<file path="src/rtl/cpu_wb_dbus_master.sv">
// Wishbone classic data-bus master for the MiniMIPS32 memory stage.
// One registered access at a time; stalls the pipe until ack, err or timeout.
module cpu_wb_dbus_master #(
  parameter int TIMEOUT_CYCLES = 255,
  parameter int CNT_W          = 8
) (
  input  logic        wb_clk_i,
  input  logic        wb_rst_i,
  input  logic        cpu_ce_i,
  input  logic        cpu_we_i,
  input  logic [31:0] cpu_addr_i,
  input  logic [3:0]  cpu_sel_i,
  input  logic [31:0] cpu_wdata_i,
  input  logic        flush_i,
  output logic [31:0] cpu_rdata_o,
  output logic        cpu_stall_o,
  output logic        cpu_err_o,
  output logic        wb_cyc_o,
  output logic        wb_stb_o,
  output logic        wb_we_o,
  output logic [31:0] wb_adr_o,
  output logic [3:0]  wb_sel_o,
  output logic [31:0] wb_dat_o,
  input  logic [31:0] wb_dat_i,
  input  logic        wb_ack_i,
  input  logic        wb_err_i
);

  typedef enum logic [1:0] {
    IDLE,
    BUS,
    DONE
  } state_t;

  localparam logic [CNT_W-1:0] TO_LAST =
    CNT_W'(TIMEOUT_CYCLES - 1);

  state_t           state_q;
  state_t           state_d;
  logic [CNT_W-1:0] cnt_q;
  logic             discard_q;
  logic             req;
  logic             ack_hit;
  logic             abort;
  logic             unused_addr;

  // Byte offset is dropped: the bus is word addressed.
  assign unused_addr = ^cpu_addr_i[1:0];

  // State register; reset drops cyc/stb at once.
  always_ff @(posedge wb_clk_i or negedge wb_rst_i) begin
    if (!wb_rst_i) state_q <= IDLE;
    else           state_q <= state_d;
  end

  // Next state, bus strobes and stall.
  always_comb begin
    state_d     = state_q;
    req         = 1'b0;
    ack_hit     = 1'b0;
    abort       = 1'b0;
    cpu_stall_o = 1'b0;
    wb_cyc_o    = 1'b0;
    wb_stb_o    = 1'b0;
    unique case (state_q)
      IDLE: begin
        req         = cpu_ce_i & ~flush_i & wb_rst_i;
        cpu_stall_o = req;
        if (req) state_d = BUS;
      end
      BUS: begin
        wb_cyc_o    = 1'b1;
        wb_stb_o    = 1'b1;
        cpu_stall_o = 1'b1;
        if (wb_ack_i) begin
          ack_hit = 1'b1;
          state_d = DONE;
        end else if (wb_err_i ||
                     cnt_q == TO_LAST) begin
          abort   = 1'b1;
          state_d = DONE;
        end
      end
      DONE: state_d = IDLE;
      default: state_d = IDLE;
    endcase
  end

  // Request capture, timeout count, read data and error pulse.
  always_ff @(posedge wb_clk_i or negedge wb_rst_i) begin
    if (!wb_rst_i) begin
      wb_adr_o    <= '0;
      wb_we_o     <= 1'b0;
      wb_sel_o    <= '0;
      wb_dat_o    <= '0;
      cnt_q       <= '0;
      discard_q   <= 1'b0;
      cpu_rdata_o <= '0;
      cpu_err_o   <= 1'b0;
    end else begin
      if (req) begin
        wb_adr_o  <= {cpu_addr_i[31:2], 2'b00};
        wb_we_o   <= cpu_we_i;
        wb_sel_o  <= cpu_sel_i;
        wb_dat_o  <= cpu_wdata_i;
        cnt_q     <= '0;
        discard_q <= 1'b0;
      end
      if (state_q == BUS) begin
        if (flush_i) discard_q <= 1'b1;
        if (!ack_hit && !abort)
          cnt_q <= cnt_q + 1'b1;
      end
      if (ack_hit && !wb_we_o)
        cpu_rdata_o <= wb_dat_i;
      cpu_err_o <= abort & ~discard_q;
    end
  end

endmodule

</file>
<file path="config.mk">
export PLATFORM = sky130hd
export DESIGN_NAME = cpu_wb_dbus_master
export DESIGN_NICKNAME = d
export VERILOG_FILES = /design/src/rtl/cpu_wb_dbus_master.sv
export SDC_FILE = /design/constraint.sdc
export NUM_CORES = 1
export LEC_CHECK = 0
export BUFFER_PORTS_ARGS = -buffer_cell sky130_fd_sc_hd__buf_2
export CAP_MARGIN = 20
export CELL_PAD_IN_SITES_DETAIL_PLACEMENT = 0
export CELL_PAD_IN_SITES_GLOBAL_PLACEMENT = 1
export CORE_ASPECT_RATIO = 0.5
export CORE_MARGIN = 2
export CORE_UTILIZATION = 36
export CTS_BUF_LIST = sky130_fd_sc_hd__clkbuf_16
export DETAILED_ROUTE_END_ITERATION = 8
export PLACE_DENSITY_LB_ADDON = 0.1
export SLEW_MARGIN = 5
export SYNTH_ARGS = -nofsm -noshare
export SYNTH_HDL_FRONTEND = slang
export SYNTH_SLANG_ARGS = --single-unit
</file>
<file path="constraint.sdc">
create_clock -name wb_clk_i -period 4.67 [get_ports wb_clk_i]
set_input_delay 0.934 -clock wb_clk_i [delete_from_list [all_inputs] [get_ports wb_clk_i]]
set_output_delay 0.934 -clock wb_clk_i [all_outputs]
set_load 0.01 [all_outputs]
</file>
==> results.json <==
{
  "fp.dieArea_sq_um": 13100,
  "switching_power_mw": 0.822,
  "slew_viol_final": 0,
  "grt_max_degree": 76,
  "cts_resized": 0,
  "gp_congestion": 0.714,
  "yosysWarnings": 0,
  "core-area_sq_um": 11800,
  "async_flop_share_pct": 100,
  "totalWireLength_microns": 10600,
  "drtIter0Drc": 132,
  "fp.dieH_microns": 82.0,
  "tns_ns": 0,
  "finalSetupViolCount": 0,
  "startpoint_type": "primary input",
  "numCtsBuffers": 9,
  "swShare_pct": 30.5,
  "die_w_microns": 160,
  "required_ns": 3.74,
  "hp-class": "flip-flop to flip-flop",
  "via_per_inst": 4.36,
  "cp_max_fo": 38,
  "grt-ovfl-total": 0,
  "area_growth_pct": 32.5,
  "synthesis.area_sq_um": 4380,
  "drive_above_1_share_pct": 42.2,
  "synth_ff_type": "dfrtp_1",
  "syn_inst": 421,
  "drc": 0,
  "placementRows": 28,
  "dp.final_hpwl_microns": 7250,
  "critPathBufInv": 2,
  "clk_path_buf_depth": 2,
  "grt_pass1_vias": 3206,
  "antenna_found_initial": 0,
  "clkPwrFrac_pct": 26.0,
  "ir_worst_vdd_mv": 0.165,
  "seqPwrFrac_pct": 48.6,
  "nNetsFinal": 731,
  "clock.fmax_mhz": 332,
  "worstSetupPathType": "primary input to output pin",
  "syn_avg_cell_area_sq_um": 10.4,
  "slowest_delay_ns": 0.41,
  "worst_clock_skew_ns": 0.00699,
  "clock-sinks": 111,
  "power_density_nw_per_um2": 465,
  "wl_per_cell_microns": 13.4,
  "maxSlewHeadroom_pct": 38.0,
  "crit_slowest_cell": "buf_4",
  "holdBufCountCts": 0,
  "yosysUniqueCellTypes": 38,
  "clock_latency_ns": 0.34,
  "grt_use_total_pct": 16.3,
  "comb_power_share_pct": 25.5,
  "initial_core_util_pct": 37.0,
  "crit_chain": "buf_4 > nor4b_1 > nand2_2 > nand2_1 > buf_2",
  "tightest_slew_ns": 0.929,
  "place.port_buffers": 207,
  "root_buffer": "clkbuf_16",
  "finalHoldViolations": 0,
  "regToRegStartpoint": "state_q[1]",
  "hp-start": "discard_q",
  "p_leak_nw": 3.24,
  "drt_first_pass_iters": 4,
  "p_int_mw": 1.88,
  "period_minus_slack_ns": 3.01,
  "post-cts-setup-buffers": 0,
  "io_pins": 212,
  "ys_seq_area_share_pct": 63.5,
  "clkTransAtPathRegs_ns": 0.07,
  "arrival_ns": 2.08,
  "end_kind": "output pin",
  "fin_crit_sh_pct": 64.5,
  "antenna_left": 0,
  "utilization_pct": 49.0,
  "h-tree-depth": 3,
  "maxCapViolations": 0,
  "diodes": 0,
  "cpLargestDelayFamily": "simple AND/OR/NAND/NOR gates",
  "rsz0062_at_grt": "false",
  "status": "finished clean",
  "vias": 3443,
  "critPathLaunch": "wb_rst_i",
  "tritoncts": "built",
  "synth-edff-count": 0,
  "grt_pass1_wl_microns": 16700,
  "ys_ff_latch": 111
}
placed cells by master, fill, tap and decap left out, drive strengths merged, types with 2 or more instances in the layout:
cell type  synthesis  final
mux2              32     32
nand4              2      2
clkinv             0      2
buf               15    211
a211o              3      3
and3               2      2
clkinvlp           0      2
nor3b              2      2
nor3               4      4
nand2            205    205
clkbuf             7      9
a21oi              2      2
inv                5      6
nand3              7      7
ha                 2      2
o21ai              5      5
nor4b              2      2
dfrtp            111    111
conb               1      2
nor2               4      4
synth_stat cells (2+ instances only):
| library cell | count | area (sq um) |
|---|---|---|
| buf_4 | 8 | 60.1 |
| mux2_2 | 30 | 338 |
| clkbuf_1 | 7 | 26.3 |
| ha_1 | 2 | 25.0 |
| nor3_1 | 3 | 15.0 |
| nor2_1 | 3 | 11.3 |
| a211o_1 | 3 | 26.3 |
| nand2_1 | 205 | 769 |
| and3_1 | 2 | 12.5 |
| inv_1 | 4 | 15.0 |
| dfrtp_1 | 111 | 2780 |
| mux2_1 | 2 | 22.5 |
| nand3_1 | 7 | 35.0 |
| a21oi_1 | 2 | 10.0 |
| o21ai_0 | 4 | 20.0 |
| buf_2 | 6 | 30.0 |
layout make-up:
type	count	area (sq um)
fill	1182	6040
tap	165	206
sequential	111	2780
timing repair buffer	211	1070
inverter	5	18.8
clock buffer	9	225
clock inverter	5	36.3
multi-input combinational	284	1470
metrics by stage:
step / instance area [sq um] / hold slack [ns] / std cells / setup WS, ns / total power, mW
after floorplan: 4380 / 0.411 / 422 / 1.98 / 1.67
after global placement: 5540 / 0.446 / 776 / 1.62 / 2.02
after detailed placement: 5540 / 0.453 / 776 / 1.60 / 2.03
after CTS: 5800 / 0.474 / 790 / 1.60 / 2.75
after global routing: 5800 / 0.487 / 790 / 1.49 / 2.88
final: 5800 / 0.462 / 790 / 1.66 / 2.70
per-layer routing:
| metal | track usage, % | share of wire [%] | vias up |
|---|---|---|---|
| met1 | 21.9 | 47 | 1587 |
| li1 | - | - | 1728 |
| met5 | 0 | 0 | - |
| met4 | 4.05 | 0.80 | 0 |
| met3 | 5.35 | 7.0 | 11 |
| met2 | 25.8 | 45 | 117 |
final timing paths:
check	endpoint	slack, ns	cells past startpoint
setup / recovery	cpu_stall_o	1.66	5
hold reg to reg	cpu_err_o	0.46	1
hold / removal	cpu_err_o	0.46	1
setup reg to reg	wb_adr_o[29]	2.70	5
max in group asynchronous	wb_adr_o[19]	2.79	2
min in group asynchronous	wb_dat_o[17]	0.55	1
kinds of logic after synthesis:
kind of cell | Yosys count | share of synthesized area (%)
AOI/OAI and AO/OA | 14 | 2.20
xor gates and xnor gates | 1 | 0.200
adders and majority gates | 2 | 0.572
buffers and inverters | 27 | 3.35
DFF | 111 | 63.5
muxes | 32 | 8.24
other | 1 | 0.0857
and+or+nand+nor | 233 | 21.9
power groups by stage:
| stage | Combinational, mW | Sequential, mW | Clock [mW] |
|---|---|---|---|
| floorplan | 0.222 | 1.45 | 0 |
| global placement | 0.695 | 1.32 | 0 |
| detailed placement | 0.704 | 1.33 | 0 |
| CTS | 0.703 | 1.31 | 0.733 |
| global route | 0.765 | 1.35 | 0.766 |
| finish | 0.687 | 1.31 | 0.700 |
registers in the layout, summed over array words and instances (netlist names):
name         flops
discard_q        1
wb_adr_o        30
cpu_err_o        1
wb_dat_o        32
state_q          2
cnt_q            8
wb_sel_o         4
cpu_rdata_o     32
wb_we_o          1
worst reg2reg max path, stage by stage (launching register included):
cell and delay, ns:
dfrtp_1 0.41, nor4b_1 0.42, and2_2 0.23, buf_4 0.54, nand2_1 0.21, nand2_1 0.09
No activity file was read; power rests on OpenSTA's default activity.
